[src/rtl/decode_pkg.sv]
// Shared decode constants and the decoded control bundle carried from ID to EX.
// Opcode/funct values follow the classic MIPS-I encoding.
package decode_pkg;

  localparam logic [5:0] OP_RTYPE  = 6'h00;
  localparam logic [5:0] OP_REGIMM = 6'h01;
  localparam logic [5:0] OP_J      = 6'h02;
  localparam logic [5:0] OP_JAL    = 6'h03;
  localparam logic [5:0] OP_BEQ    = 6'h04;
  localparam logic [5:0] OP_BNE    = 6'h05;
  localparam logic [5:0] OP_BLEZ   = 6'h06;
  localparam logic [5:0] OP_BGTZ   = 6'h07;
  localparam logic [5:0] OP_ADDI   = 6'h08;
  localparam logic [5:0] OP_ADDIU  = 6'h09;
  localparam logic [5:0] OP_SLTI   = 6'h0A;
  localparam logic [5:0] OP_SLTIU  = 6'h0B;
  localparam logic [5:0] OP_ANDI   = 6'h0C;
  localparam logic [5:0] OP_ORI    = 6'h0D;
  localparam logic [5:0] OP_XORI   = 6'h0E;
  localparam logic [5:0] OP_LUI    = 6'h0F;
  localparam logic [5:0] OP_LW     = 6'h23;
  localparam logic [5:0] OP_SW     = 6'h2B;

  localparam logic [5:0] FN_SLL  = 6'h00;
  localparam logic [5:0] FN_SRL  = 6'h02;
  localparam logic [5:0] FN_SRA  = 6'h03;
  localparam logic [5:0] FN_SLLV = 6'h04;
  localparam logic [5:0] FN_SRLV = 6'h06;
  localparam logic [5:0] FN_SRAV = 6'h07;
  localparam logic [5:0] FN_JR   = 6'h08;
  localparam logic [5:0] FN_ADD  = 6'h20;
  localparam logic [5:0] FN_ADDU = 6'h21;
  localparam logic [5:0] FN_SUB  = 6'h22;
  localparam logic [5:0] FN_SUBU = 6'h23;
  localparam logic [5:0] FN_AND  = 6'h24;
  localparam logic [5:0] FN_OR   = 6'h25;
  localparam logic [5:0] FN_XOR  = 6'h26;
  localparam logic [5:0] FN_NOR  = 6'h27;
  localparam logic [5:0] FN_SLT  = 6'h2A;
  localparam logic [5:0] FN_SLTU = 6'h2B;

  localparam int ALU_W = 5;

  localparam logic [ALU_W-1:0] ALU_ADD  = 5'b00000;
  localparam logic [ALU_W-1:0] ALU_AND  = 5'b00001;
  localparam logic [ALU_W-1:0] ALU_XOR  = 5'b00010;
  localparam logic [ALU_W-1:0] ALU_OR   = 5'b00011;
  localparam logic [ALU_W-1:0] ALU_NOR  = 5'b00100;
  localparam logic [ALU_W-1:0] ALU_SUB  = 5'b00101;
  localparam logic [ALU_W-1:0] ALU_ANDI = 5'b00110;
  localparam logic [ALU_W-1:0] ALU_XORI = 5'b00111;
  localparam logic [ALU_W-1:0] ALU_ORI  = 5'b01000;
  localparam logic [ALU_W-1:0] ALU_JR   = 5'b01001;
  localparam logic [ALU_W-1:0] ALU_BEQ  = 5'b01010;
  localparam logic [ALU_W-1:0] ALU_BNE  = 5'b01011;
  localparam logic [ALU_W-1:0] ALU_BGEZ = 5'b01100;
  localparam logic [ALU_W-1:0] ALU_BGTZ = 5'b01101;
  localparam logic [ALU_W-1:0] ALU_BLEZ = 5'b01110;
  localparam logic [ALU_W-1:0] ALU_BLTZ = 5'b01111;
  localparam logic [ALU_W-1:0] ALU_SLL  = 5'b10000;
  localparam logic [ALU_W-1:0] ALU_SRL  = 5'b10001;
  localparam logic [ALU_W-1:0] ALU_SRA  = 5'b10010;
  localparam logic [ALU_W-1:0] ALU_SLT  = 5'b10011;
  localparam logic [ALU_W-1:0] ALU_SLTU = 5'b10100;
  localparam logic [ALU_W-1:0] ALU_LUI  = 5'b10101;

  typedef struct packed {
    logic [ALU_W-1:0] alu_code;
    logic             reg_write;
    logic             mem_read;
    logic             mem_write;
    logic             mem_to_reg;
    logic             alu_src_a;
    logic             alu_src_b;
    logic             j;
    logic             jr;
    logic             jal;
    logic             branch;
    logic             lui;
    logic             illegal;
    logic [4:0]       rs;
    logic [4:0]       rt;
    logic [4:0]       dest;
    logic [31:0]      imm;
  } ctrl_t;

  function automatic logic [31:0] sext16(input logic [15:0] v);
    return {{16{v[15]}}, v};
  endfunction

endpackage

[src/rtl/decode_stage_if.sv]
// IF/ID-side and ID/EX-side handshake plus the decoded bundle; slave is the stage's view.
interface decode_stage_if #(
  parameter int ALUCODE_W = 5
);
  logic                 flush;
  logic                 in_valid;
  logic                 in_ready;
  logic [31:0]          in_instr;
  logic [31:0]          in_pc;
  logic                 out_valid;
  logic                 out_ready;
  logic [31:0]          out_pc;
  logic [ALUCODE_W-1:0] out_alu_code;
  logic                 out_reg_write;
  logic                 out_mem_read;
  logic                 out_mem_write;
  logic                 out_mem_to_reg;
  logic                 out_alu_src_a;
  logic                 out_alu_src_b;
  logic                 out_j;
  logic                 out_jr;
  logic                 out_jal;
  logic                 out_branch;
  logic                 out_lui;
  logic                 out_illegal;
  logic [4:0]           out_rs;
  logic [4:0]           out_rt;
  logic [4:0]           out_dest;
  logic [31:0]          out_imm;

  modport master (
    output flush, in_valid, in_instr, in_pc, out_ready,
    input  in_ready, out_valid, out_pc, out_alu_code, out_reg_write, out_mem_read,
           out_mem_write, out_mem_to_reg, out_alu_src_a, out_alu_src_b, out_j, out_jr,
           out_jal, out_branch, out_lui, out_illegal, out_rs, out_rt, out_dest, out_imm
  );

  modport slave (
    input  flush, in_valid, in_instr, in_pc, out_ready,
    output in_ready, out_valid, out_pc, out_alu_code, out_reg_write, out_mem_read,
           out_mem_write, out_mem_to_reg, out_alu_src_a, out_alu_src_b, out_j, out_jr,
           out_jal, out_branch, out_lui, out_illegal, out_rs, out_rt, out_dest, out_imm
  );

endinterface

[src/rtl/decode_comb.sv]
// Combinational instruction-to-control-bundle decode, plus register-use flags for hazard checks.
// Zero latency; no state, no backpressure.
module decode_comb
  import decode_pkg::*;
#(
  parameter bit EXT_OPS = 1'b1
) (
  input  logic [31:0] instr,
  output ctrl_t       ctrl,
  output logic        uses_rs,
  output logic        uses_rt
);

  logic [5:0]  op;
  logic [5:0]  fn;
  logic [4:0]  rs;
  logic [4:0]  rt;
  logic [4:0]  rd;
  logic [4:0]  shamt;
  logic [31:0] imm_sext;
  logic [31:0] imm_zext;
  logic [31:0] imm_br;
  logic [31:0] imm_jmp;

  assign op       = instr[31:26];
  assign rs       = instr[25:21];
  assign rt       = instr[20:16];
  assign rd       = instr[15:11];
  assign shamt    = instr[10:6];
  assign fn       = instr[5:0];
  assign imm_sext = sext16(instr[15:0]);
  assign imm_zext = {16'd0, instr[15:0]};
  assign imm_br   = {imm_sext[29:0], 2'b00};
  assign imm_jmp  = {4'd0, instr[25:0], 2'b00};

  // Classified by encoding alone so the hazard check does not depend on legality.
  assign uses_rs = !((op == OP_J) || (op == OP_JAL) || (op == OP_LUI) ||
                     ((op == OP_RTYPE) && ((fn == FN_SLL) || (fn == FN_SRL) || (fn == FN_SRA))));
  assign uses_rt = (op == OP_RTYPE) || (op == OP_BEQ) || (op == OP_BNE) || (op == OP_SW);

  always_comb begin
    ctrl    = '0;
    ctrl.rs = rs;
    ctrl.rt = rt;
    case (op)
      OP_RTYPE: begin
        ctrl.reg_write = 1'b1;
        ctrl.dest      = rd;
        case (fn)
          FN_ADD, FN_ADDU: ctrl.alu_code = ALU_ADD;
          FN_SUB, FN_SUBU: ctrl.alu_code = ALU_SUB;
          FN_AND:          ctrl.alu_code = ALU_AND;
          FN_OR:           ctrl.alu_code = ALU_OR;
          FN_XOR:          ctrl.alu_code = ALU_XOR;
          FN_NOR:          ctrl.alu_code = ALU_NOR;
          FN_SLT:          ctrl.alu_code = ALU_SLT;
          FN_SLTU:         ctrl.alu_code = ALU_SLTU;
          FN_SLLV:         ctrl.alu_code = ALU_SLL;
          FN_SRLV:         ctrl.alu_code = ALU_SRL;
          FN_SRAV:         ctrl.alu_code = ALU_SRA;
          FN_SLL: begin
            ctrl.alu_code  = ALU_SLL;
            ctrl.alu_src_a = 1'b1;
          end
          FN_SRL: begin
            ctrl.alu_code  = ALU_SRL;
            ctrl.alu_src_a = 1'b1;
          end
          FN_SRA: begin
            ctrl.alu_code  = ALU_SRA;
            ctrl.alu_src_a = 1'b1;
          end
          FN_JR: begin
            ctrl.alu_code  = ALU_JR;
            ctrl.jr        = 1'b1;
            ctrl.reg_write = 1'b0;
          end
          default: ctrl.illegal = 1'b1;
        endcase
        // Shift-by-immediate carries shamt to EX in the immediate field.
        if (ctrl.alu_src_a) ctrl.imm = {27'd0, shamt};
      end
      OP_ADDI, OP_ADDIU, OP_SLTI, OP_SLTIU: begin
        ctrl.reg_write = 1'b1;
        ctrl.alu_src_b = 1'b1;
        ctrl.dest      = rt;
        ctrl.imm       = imm_sext;
        ctrl.alu_code  = (op == OP_SLTI)  ? ALU_SLT :
                         (op == OP_SLTIU) ? ALU_SLTU : ALU_ADD;
      end
      OP_ANDI, OP_ORI, OP_XORI: begin
        ctrl.reg_write = 1'b1;
        ctrl.alu_src_b = 1'b1;
        ctrl.dest      = rt;
        ctrl.imm       = imm_zext;
        ctrl.alu_code  = (op == OP_ANDI) ? ALU_ANDI :
                         (op == OP_ORI)  ? ALU_ORI  : ALU_XORI;
      end
      OP_LW: begin
        ctrl.mem_read   = 1'b1;
        ctrl.mem_to_reg = 1'b1;
        ctrl.reg_write  = 1'b1;
        ctrl.alu_src_b  = 1'b1;
        ctrl.dest       = rt;
        ctrl.imm        = imm_sext;
        ctrl.alu_code   = ALU_ADD;
      end
      OP_SW: begin
        ctrl.mem_write = 1'b1;
        ctrl.alu_src_b = 1'b1;
        ctrl.imm       = imm_sext;
        ctrl.alu_code  = ALU_ADD;
      end
      OP_BEQ, OP_BNE, OP_BLEZ, OP_BGTZ: begin
        ctrl.branch   = 1'b1;
        ctrl.imm      = imm_br;
        ctrl.alu_code = (op == OP_BEQ)  ? ALU_BEQ  :
                        (op == OP_BNE)  ? ALU_BNE  :
                        (op == OP_BLEZ) ? ALU_BLEZ : ALU_BGTZ;
      end
      OP_REGIMM: begin
        if (rt == 5'd0 || rt == 5'd1) begin
          ctrl.branch   = 1'b1;
          ctrl.imm      = imm_br;
          ctrl.alu_code = rt[0] ? ALU_BGEZ : ALU_BLTZ;
        end else begin
          ctrl.illegal = 1'b1;
        end
      end
      OP_J: begin
        ctrl.j   = 1'b1;
        ctrl.imm = imm_jmp;
      end
      OP_JAL: begin
        if (EXT_OPS) begin
          ctrl.jal       = 1'b1;
          ctrl.reg_write = 1'b1;
          ctrl.dest      = 5'd31;
          ctrl.imm       = imm_jmp;
        end else begin
          ctrl.illegal = 1'b1;
        end
      end
      OP_LUI: begin
        if (EXT_OPS) begin
          ctrl.lui       = 1'b1;
          ctrl.reg_write = 1'b1;
          ctrl.alu_src_b = 1'b1;
          ctrl.dest      = rt;
          ctrl.imm       = {instr[15:0], 16'd0};
          ctrl.alu_code  = ALU_LUI;
        end else begin
          ctrl.illegal = 1'b1;
        end
      end
      default: ctrl.illegal = 1'b1;
    endcase

    if (instr == 32'd0) begin
      ctrl = '0;
    end
    // Illegal words still flow so EX can raise the exception; only the fields are kept.
    if (ctrl.illegal) begin
      ctrl         = '0;
      ctrl.illegal = 1'b1;
      ctrl.rs      = rs;
      ctrl.rt      = rt;
    end
    if (!ctrl.reg_write) ctrl.dest = 5'd0;
  end

endmodule

[src/rtl/decode_stage.sv]
// Registered ID stage: 1-cycle latency, holds while EX stalls, one bubble per load-use hazard.
// Flush kills the held bundle and swallows the incoming beat.
module decode_stage
  import decode_pkg::*;
#(
  parameter int ALUCODE_W = 5,
  parameter int CNT_W     = 16,
  parameter bit EXT_OPS   = 1'b1
) (
  input  logic             clk,
  input  logic             rst_n,
  decode_stage_if.slave    bus,
  output logic [CNT_W-1:0] stall_cnt
);

  ctrl_t       dec;
  ctrl_t       hold;
  logic [31:0] hold_pc;
  logic        hold_vld;
  logic        uses_rs;
  logic        uses_rt;
  logic        hazard;
  logic        take;

  decode_comb #(
    .EXT_OPS(EXT_OPS)
  ) u_comb (
    .instr  (bus.in_instr),
    .ctrl   (dec),
    .uses_rs(uses_rs),
    .uses_rt(uses_rt)
  );

  // The held load's result is not available to EX for the instruction right behind it.
  assign hazard = bus.in_valid & hold_vld & hold.mem_read & (hold.dest != 5'd0) &
                  ((uses_rs & (dec.rs == hold.dest)) | (uses_rt & (dec.rt == hold.dest)));

  assign bus.in_ready = bus.flush | ((~hold_vld | bus.out_ready) & ~hazard);
  assign take         = bus.in_valid & bus.in_ready & ~bus.flush;

  always_ff @(posedge clk or negedge rst_n) begin
    if (!rst_n) begin
      hold_vld  <= 1'b0;
      hold      <= '0;
      hold_pc   <= 32'd0;
      stall_cnt <= '0;
    end else if (bus.flush) begin
      hold_vld <= 1'b0;
    end else if (hazard && bus.out_ready) begin
      hold_vld <= 1'b0;
      if (stall_cnt != {CNT_W{1'b1}}) stall_cnt <= stall_cnt + CNT_W'(1);
    end else if (take) begin
      hold_vld <= 1'b1;
      hold     <= dec;
      hold_pc  <= bus.in_pc;
    end else if (bus.out_ready) begin
      hold_vld <= 1'b0;
    end
  end

  assign bus.out_valid      = hold_vld;
  assign bus.out_pc         = hold_pc;
  assign bus.out_alu_code   = ALUCODE_W'(hold.alu_code);
  assign bus.out_reg_write  = hold.reg_write;
  assign bus.out_mem_read   = hold.mem_read;
  assign bus.out_mem_write  = hold.mem_write;
  assign bus.out_mem_to_reg = hold.mem_to_reg;
  assign bus.out_alu_src_a  = hold.alu_src_a;
  assign bus.out_alu_src_b  = hold.alu_src_b;
  assign bus.out_j          = hold.j;
  assign bus.out_jr         = hold.jr;
  assign bus.out_jal        = hold.jal;
  assign bus.out_branch     = hold.branch;
  assign bus.out_lui        = hold.lui;
  assign bus.out_illegal    = hold.illegal;
  assign bus.out_rs         = hold.rs;
  assign bus.out_rt         = hold.rt;
  assign bus.out_dest       = hold.dest;
  assign bus.out_imm        = hold.imm;

endmodule

[src/flat_wrapper.sv]
// flat-port wrapper written by rule: the top's interface ports become plain ports
module decode_stage_flat import decode_pkg::*;
#(
  parameter int ALUCODE_W = 5,
  parameter int CNT_W     = 16,
  parameter bit EXT_OPS   = 1'b1
)
  (clk, rst_n, stall_cnt, bus_flush, bus_in_valid, bus_in_instr, bus_in_pc, bus_out_ready, bus_in_ready, bus_out_valid, bus_out_pc, bus_out_alu_code, bus_out_reg_write, bus_out_mem_read, bus_out_mem_write, bus_out_mem_to_reg, bus_out_alu_src_a, bus_out_alu_src_b, bus_out_j, bus_out_jr, bus_out_jal, bus_out_branch, bus_out_lui, bus_out_illegal, bus_out_rs, bus_out_rt, bus_out_dest, bus_out_imm);
  decode_stage_if #(.ALUCODE_W(ALUCODE_W)) bus_i ();
  input  logic clk;
  input  logic rst_n;
  output logic [CNT_W-1:0] stall_cnt;
  input wire logic [$bits(bus_i.flush)-1:0] bus_flush;
  input wire logic [$bits(bus_i.in_valid)-1:0] bus_in_valid;
  input wire logic [$bits(bus_i.in_instr)-1:0] bus_in_instr;
  input wire logic [$bits(bus_i.in_pc)-1:0] bus_in_pc;
  input wire logic [$bits(bus_i.out_ready)-1:0] bus_out_ready;
  output wire logic [$bits(bus_i.in_ready)-1:0] bus_in_ready;
  output wire logic [$bits(bus_i.out_valid)-1:0] bus_out_valid;
  output wire logic [$bits(bus_i.out_pc)-1:0] bus_out_pc;
  output wire logic [$bits(bus_i.out_alu_code)-1:0] bus_out_alu_code;
  output wire logic [$bits(bus_i.out_reg_write)-1:0] bus_out_reg_write;
  output wire logic [$bits(bus_i.out_mem_read)-1:0] bus_out_mem_read;
  output wire logic [$bits(bus_i.out_mem_write)-1:0] bus_out_mem_write;
  output wire logic [$bits(bus_i.out_mem_to_reg)-1:0] bus_out_mem_to_reg;
  output wire logic [$bits(bus_i.out_alu_src_a)-1:0] bus_out_alu_src_a;
  output wire logic [$bits(bus_i.out_alu_src_b)-1:0] bus_out_alu_src_b;
  output wire logic [$bits(bus_i.out_j)-1:0] bus_out_j;
  output wire logic [$bits(bus_i.out_jr)-1:0] bus_out_jr;
  output wire logic [$bits(bus_i.out_jal)-1:0] bus_out_jal;
  output wire logic [$bits(bus_i.out_branch)-1:0] bus_out_branch;
  output wire logic [$bits(bus_i.out_lui)-1:0] bus_out_lui;
  output wire logic [$bits(bus_i.out_illegal)-1:0] bus_out_illegal;
  output wire logic [$bits(bus_i.out_rs)-1:0] bus_out_rs;
  output wire logic [$bits(bus_i.out_rt)-1:0] bus_out_rt;
  output wire logic [$bits(bus_i.out_dest)-1:0] bus_out_dest;
  output wire logic [$bits(bus_i.out_imm)-1:0] bus_out_imm;
  assign bus_i.flush = bus_flush;
  assign bus_i.in_valid = bus_in_valid;
  assign bus_i.in_instr = bus_in_instr;
  assign bus_i.in_pc = bus_in_pc;
  assign bus_i.out_ready = bus_out_ready;
  assign bus_in_ready = bus_i.in_ready;
  assign bus_out_valid = bus_i.out_valid;
  assign bus_out_pc = bus_i.out_pc;
  assign bus_out_alu_code = bus_i.out_alu_code;
  assign bus_out_reg_write = bus_i.out_reg_write;
  assign bus_out_mem_read = bus_i.out_mem_read;
  assign bus_out_mem_write = bus_i.out_mem_write;
  assign bus_out_mem_to_reg = bus_i.out_mem_to_reg;
  assign bus_out_alu_src_a = bus_i.out_alu_src_a;
  assign bus_out_alu_src_b = bus_i.out_alu_src_b;
  assign bus_out_j = bus_i.out_j;
  assign bus_out_jr = bus_i.out_jr;
  assign bus_out_jal = bus_i.out_jal;
  assign bus_out_branch = bus_i.out_branch;
  assign bus_out_lui = bus_i.out_lui;
  assign bus_out_illegal = bus_i.out_illegal;
  assign bus_out_rs = bus_i.out_rs;
  assign bus_out_rt = bus_i.out_rt;
  assign bus_out_dest = bus_i.out_dest;
  assign bus_out_imm = bus_i.out_imm;
  decode_stage #(.ALUCODE_W(ALUCODE_W), .CNT_W(CNT_W), .EXT_OPS(EXT_OPS)) u_core (.clk(clk), .rst_n(rst_n), .bus(bus_i), .stall_cnt(stall_cnt));
endmodule
[config.mk]
export PLATFORM = sky130hd
export DESIGN_NAME = decode_stage_flat
export DESIGN_NICKNAME = d
export VERILOG_FILES = /design/src/rtl/decode_pkg.sv /design/src/rtl/decode_stage_if.sv /design/src/rtl/decode_comb.sv /design/src/rtl/decode_stage.sv /design/src/flat_wrapper.sv
export SDC_FILE = /design/constraint.sdc
export NUM_CORES = 1
export LEC_CHECK = 0
export CELL_PAD_IN_SITES_DETAIL_PLACEMENT = 1
export CELL_PAD_IN_SITES_GLOBAL_PLACEMENT = 1
export CORE_ASPECT_RATIO = 1.4
export CORE_UTILIZATION = 36
export DETAILED_ROUTE_END_ITERATION = 10
export PLACE_DENSITY = 0.78
export SLEW_MARGIN = 40
export SYNTH_ARGS = -nofsm -noshare
export SYNTH_HDL_FRONTEND = slang
export SYNTH_SLANG_ARGS = --single-unit
[constraint.sdc]
create_clock -name clk -period 3.9 [get_ports clk]
set_clock_uncertainty 0.15 [all_clocks]
set_input_delay 0.39 -clock clk [delete_from_list [all_inputs] [get_ports clk]]
set_output_delay 0.39 -clock clk [all_outputs]
set_load 0.01 [all_outputs]
## After elaboration in Yosys (flattened, before gate mapping)

Cells that the tools add are included.

| word-level totals | value |
|---|---|
| bits in registers | 113 |
| latch bits | 0 |
| input port bits | 69 |
| memories kept | 0 |
| logic and storage cells | 149 |
| memory bits (writable) | 0 |
| output and inout port bits | 114 |
| ROM bits | 0 |

| operators by class | value |
|---|---|
| reductions and logical operators | 35 |
| div/mod/pow operators | 0 |
| bitwise gates (word level) | 16 |
| add/sub/neg operators | 1 |
| shifts and indexed selects | 0 |
| eq/ne operators | 37 |
| multiply operators | 0 |
| order comparisons | 0 |
| mux-type cells | 40 |

Operators with widths:

| cell | count |
|---|---|
| 32-bit one-hot mux with 7 select lines | 1 |
| 64-bit 2-to-1 mux | 2 |
| 6-bit == test, second input constant | 12 |
| 5-bit one-hot mux with 11 select lines | 1 |
| 6-bit by 4-bit == test with 1-bit output, second input constant | 9 |
| 6-bit by 3-bit == test with 1-bit output, second input constant | 7 |
| 32-bit zero test | 1 |
| 32-bit 2-to-1 mux | 1 |
| 5-bit one-hot mux with 6 select lines | 1 |
| 6-bit by 2-bit == test with 1-bit output, second input constant | 4 |
| 5-bit 2-to-1 mux | 4 |
| 10-bit OR reduction | 2 |
| 1-bit 2-to-1 mux | 19 |
| 17-bit OR reduction | 1 |
| 16-bit by 1-bit adder with 16-bit output, second input constant | 1 |
| 16-bit inequality test, second input constant | 1 |
| 16-bit OR reduction | 1 |
| 5-bit one-hot mux with 3 select lines | 1 |
| 6-bit zero test | 2 |
| 4-bit 2-to-1 mux | 3 |
| 5-bit == test | 2 |
| 2-bit OR reduction | 5 |
| 1-bit bitwise AND | 9 |
| 1-bit logical OR | 9 |
| other kinds (18) | 30 |

## Depth between registers and ports, before layout

| depth | value |
|---|---|
| word-level depth | 20 |
| depth in mapped cells | 10 |
| depth with buffers taken out | 6 |

## By module

Synthesis repeated with hierarchy kept, for this count alone.

| second synthesis, totals | value |
|---|---|
| cells, all modules | 506 |
| area total of the unflattened synthesis | 5,918.2 um^2 |

Modules (own cells, without submodules):

| module | area each (um^2) | cells an instance | instances |
|---|---|---|---|
| decode_stage | 4,583.1 | 300 | 1 |
| decode_comb | 1,335.0 | 206 | 1 |

## Least setup slack after synthesis

No wires, ideal clock.

| timing path | value |
|---|---|
| kind | input -> output |
| start | input bus_in_instr[29] |
| end | output bus_in_ready |
| stages on the path | 9 |
| arrival | 2.761 ns |
| buffers on the path | 3 |
| data required time | 3.360 ns |
| setup slack | 0.599 ns |
| path through | buf_2 -> or4_4 -> or4_1 -> buf_2 -> or3_1 -> a32o_1 -> buf_6 -> a21boi_4 -> or2_2 |

| on the way | value |
|---|---|
| word-level cells in the longest chain between the ends | 12 |
| elaborated cells on any way between the ends | 40 |
| classes of those cells | eq/ne: 19; mux: 3; bitwise: 7; reduce/logical: 11 |

RTL lines:

| element | line | source |
|---|---|---|
| start: declaration | flat_wrapper.sv:15 | `input wire logic [$bits(bus_i.in_instr)-1:0] bus_in_instr;` |
| 6-bit by 2-bit == test with 1-bit output, or another cell as far along | decode_comb.sv:37, decode_comb.sv:45 |  |
| 16-bit OR reduction (no line) | - |  |
| 1-bit one-hot mux with 3 select lines | decode_comb.sv:45 | `case (op)` |
| 64-bit 2-to-1 mux | decode_comb.sv:159 | `if (instr == 32'd0) begin` |
| 64-bit 2-to-1 mux | decode_comb.sv:163 | `if (ctrl.illegal) begin` |
| 5-bit == test | decode_stage.sv:36 | `((uses_rs & (dec.rs == hold.dest)) \| (uses_rt & (dec.rt == hold.dest)));` |
| 1-bit bitwise AND | decode_stage.sv:36 |  |
| 1-bit OR (*) | decode_stage.sv:36 |  |
| 1-bit bitwise AND (*) | decode_stage.sv:35 | `assign hazard = bus.in_valid & hold_vld & hold.mem_read & (hold.dest != 5'd0) &` |
| 1-bit NOT (*) | decode_stage.sv:38 | `assign bus.in_ready = bus.flush \| ((~hold_vld \| bus.out_ready) & ~hazard);` |
| 1-bit bitwise AND (*) | decode_stage.sv:38 |  |
| 1-bit OR (*) | decode_stage.sv:38 |  |
| end: declaration | flat_wrapper.sv:18 | `output wire logic [$bits(bus_i.in_ready)-1:0] bus_in_ready;` |

Mark *: on every way between the ends. The rest lies on a longest branch, timed or not.

## Final worst setup path

| timing path | value |
|---|---|
| start | input bus_in_instr[28] |
| end | output bus_in_ready |

Same word-level chain as after synthesis.

==> impl_metrics.yaml <==
cells_and_area:
  nets: 739
  final_cells: 866
  final_core_util_pct: 53.1
  antenna_cells: 0
  synthToLayoutAreaGrowth_pct: 43.6
  drive_gt1_share_pct: 13.8
logic_synthesis:
  synth-main-ff-cell: "dfrtp_1"
  syn_inst: 483
  synth_cell_types: 55
  syn_avg_cell_area_um2: 11.5
  ys_seq_area_share_pct: 50.4
  ys_ff_latch: 112
  synth_edf_count: 0
  synth_fp_nets: 553
  async_flop_share_pct: 100
  syn_area_um2: 5570
  ys.warnings.count: 0
global_routing:
  antenna_found_initial: 0
  overflow: 0
  grt_pass1_vias: 5251
  grt_max_degree: 80
  grt_pass1_wl_um: 28800
  grt_usage_pct: 23.6
worst_setup_path:
  path_max_fanout: 2
  critPathMaxStageDelay_ps: 540
  path_class: "in -> out"
  cp.required_ps: 3360
  critical_path.cell_chain: "clkdlybuf4s50_1 > or4_4 > or4_1 > or3_1 > a32o_2 > a21boi_4 > or2_2 > clkdlybuf4s50_1"
  crit_family: "simple AND/OR/NAND/NOR gates"
  crit_path_start_kind: "primary input"
  cp_common_cell: "clkdlybuf4s50_1"
  path_buf_inv: 2
  cp_slowest_cell: "or4_4"
  worstPathArrival_ps: 3300
  worst_setup_path_end_kind: "primary output"
placement:
  dp_hpwl_um: 13600
  gp_congestion: 0.875
  portBuffers: 182
  dp.cells: 849
min_path:
  hold_path_class: "reg -> reg"
timing:
  rsz0062_at_grt: "false"
  slew_headroom_pct: 48.7
  setup_tns_ps: 0
  finalHoldViolCount: 0
  fmax_ghz: 0.260
  drv_slew: 0
  setup_viol: 0
  hold-worst-slack_ps: 339
  worst_pin_slew_ps: 766
  fin_crit_sh_pct: 98.6
  layout_min_cycle_time_ps: 3840
power_and_ir_drop:
  swShare_pct: 26.7
  total_power_w: 0.00319
  p_leak_nw: 3.23
  power.net_switching_w: 0.000851
  seqPwrFrac_pct: 43.4
  powerDensity_nw_per_um2: 399
  power_frac_comb_pct: 24.6
  intPower_w: 0.00234
  pwr-share-clk_pct: 32.0
  peakVddDrop_mv: 0.219
detailed_routing:
  viasPerCell: 5.64
  firstDrtPassIters: 5
  drt_iter0_markers: 257
  ant_nets: 0
  wirelength_um: 18300
  drt-wirelength-per-cell_um: 21.2
  route.detailed.drc: 0
  num_vias: 4888
floorplan:
  chipWidth_um: 107
  dieArea_um2: 16000
  ios: 183
  die_h_um: 149
  initial_core_util_pct: 37.0
  core-area_um2: 15100
  row_count: 53
clocking:
  clkLatencyLatePin_ps: 350
  numCtsBuffers: 9
  cts-root-buf: "clkbuf_16"
  cts_setup_buffers: 0
  cts_tree: "built"
  cts.sink_count: 112
  htree_levels: 3
  clockBufferDepth: 2
  cts.clk_slew.worst_paths_ps: 70
status:
  status: "complete, no violations"
run:
  cap_violations: 0
-- power groups by stage --
stage	Combinational [W]	Sequential (W)	Clock [W]
global route	0.000835	0.00140	0.00107
floorplan	0.000241	0.00146	0
global placement	0.000763	0.00140	0
CTS	0.000791	0.00139	0.00104
detailed placement	0.000784	0.00141	0
finish	0.000784	0.00138	0.00102
-- layout make-up --
class	count	area (um2)
Fill cell	1631	7060
Sequential cell	112	2800
Multi-Input combinational cell	322	2500
Timing Repair Buffer	213	2080
Tap cell	192	240
Clock buffer	10	239
Clock inverter	6	90.1
Inverter	11	41.3
-- kinds of logic (layout without fill, tap and decap cells) --
logic type      after synthesis  in the layout  share of synthesized area, %
fa+ha+maj                     1              1                         0.225
compound gates              117            117                          17.1
flops                       112            112                          50.4
xor+xnor                     27             27                          4.25
simple gates                119            119                          11.6
mux                          58             58                          11.6
buf+inv                      49            240                          4.92
-- synthesized netlist by cell type (12+ instances only) --
library cell	count	area, um2
mux2_2	36	405
a221oi_1	13	114
a2bb2oi_1	29	254
xnor2_1	22	193
dfrtp_1	112	2800
nand2_1	20	75.1
nand3_1	16	80.1
mux2_1	16	180
clkbuf_1	22	82.6
a21oi_1	12	60.1
nor2_1	17	63.8
-- worst reg2reg max path, stage by stage, from the launching register on --
cell     delay (ps)
dfrtp_1         450
xnor2_1         170
nand3_1         100
nor3_1          330
a32o_2          280
buf_4           280
a21o_1          650
mux2_2          420
-- final timing paths --
check                                  startpoint  cells past startpoint                     to  slack [ps]
min                         u_core.bus.out_pc[24]                      1  u_core.bus.out_pc[24]         340
min reg2reg                 u_core.bus.out_pc[24]                      1  u_core.bus.out_pc[24]         340
max reg2reg                u_core.bus.out_dest[0]                      7   u_core.bus.out_rt[0]         960
max in group asynchronous                   rst_n                      3   u_core.bus.out_pc[7]        2320
max                              bus_in_instr[28]                      8           bus_in_ready          60
min in group asynchronous                   rst_n                      2   u_core.bus.out_rs[0]         500
-- cells in the final DEF, fill, tap and decap left out, types with 4 or more instances in the layout --
cell type,count
a211oi_1,4
a21o_1,5
a21oi_1,12
a221o_1,5
a221oi_1,13
a222oi_1,4
a22oi_1,10
a2bb2oi_1,29
a32o_1,6
and2_1,4
and3_1,5
buf_4,28
clkbuf_16,9
clkdlybuf4s50_1,181
dfrtp_1,112
inv_1,11
mux2_1,16
mux2_2,36
mux2i_1,6
nand2_1,20
nand2b_1,7
nand3_1,16
nand4_1,9
nor2_1,17
nor3_1,11
nor4_1,9
o21ai_0,11
or4_1,5
xnor2_1,22
xor2_1,5
-- metrics by stage --
stage               area [um2]  setup WS, ps
finish                    7990          55.3
global route              7990          6.50
CTS                       7990          73.3
detailed placement        7650          37.5
global placement          7650           120
floorplan                 5570           599
-- routing by layer --
layer	track usage (%)	wire, um	vias up
met1	27.3	7180	2500
met2	42.4	9780	168
met3	3.93	817	30
met4	10.1	546	0
li1	-	-	2190
met5	0	0	-
-- what timing repair did --
item / 4_1_cts / 5_1_grt
endpoints found under the setup margin: 0 / 1
gates resized for setup: 0 / 1
hold endpoints to repair: 77 / 0
hold buffers: 1 / 0
Power figures use the tool's default switching activity.
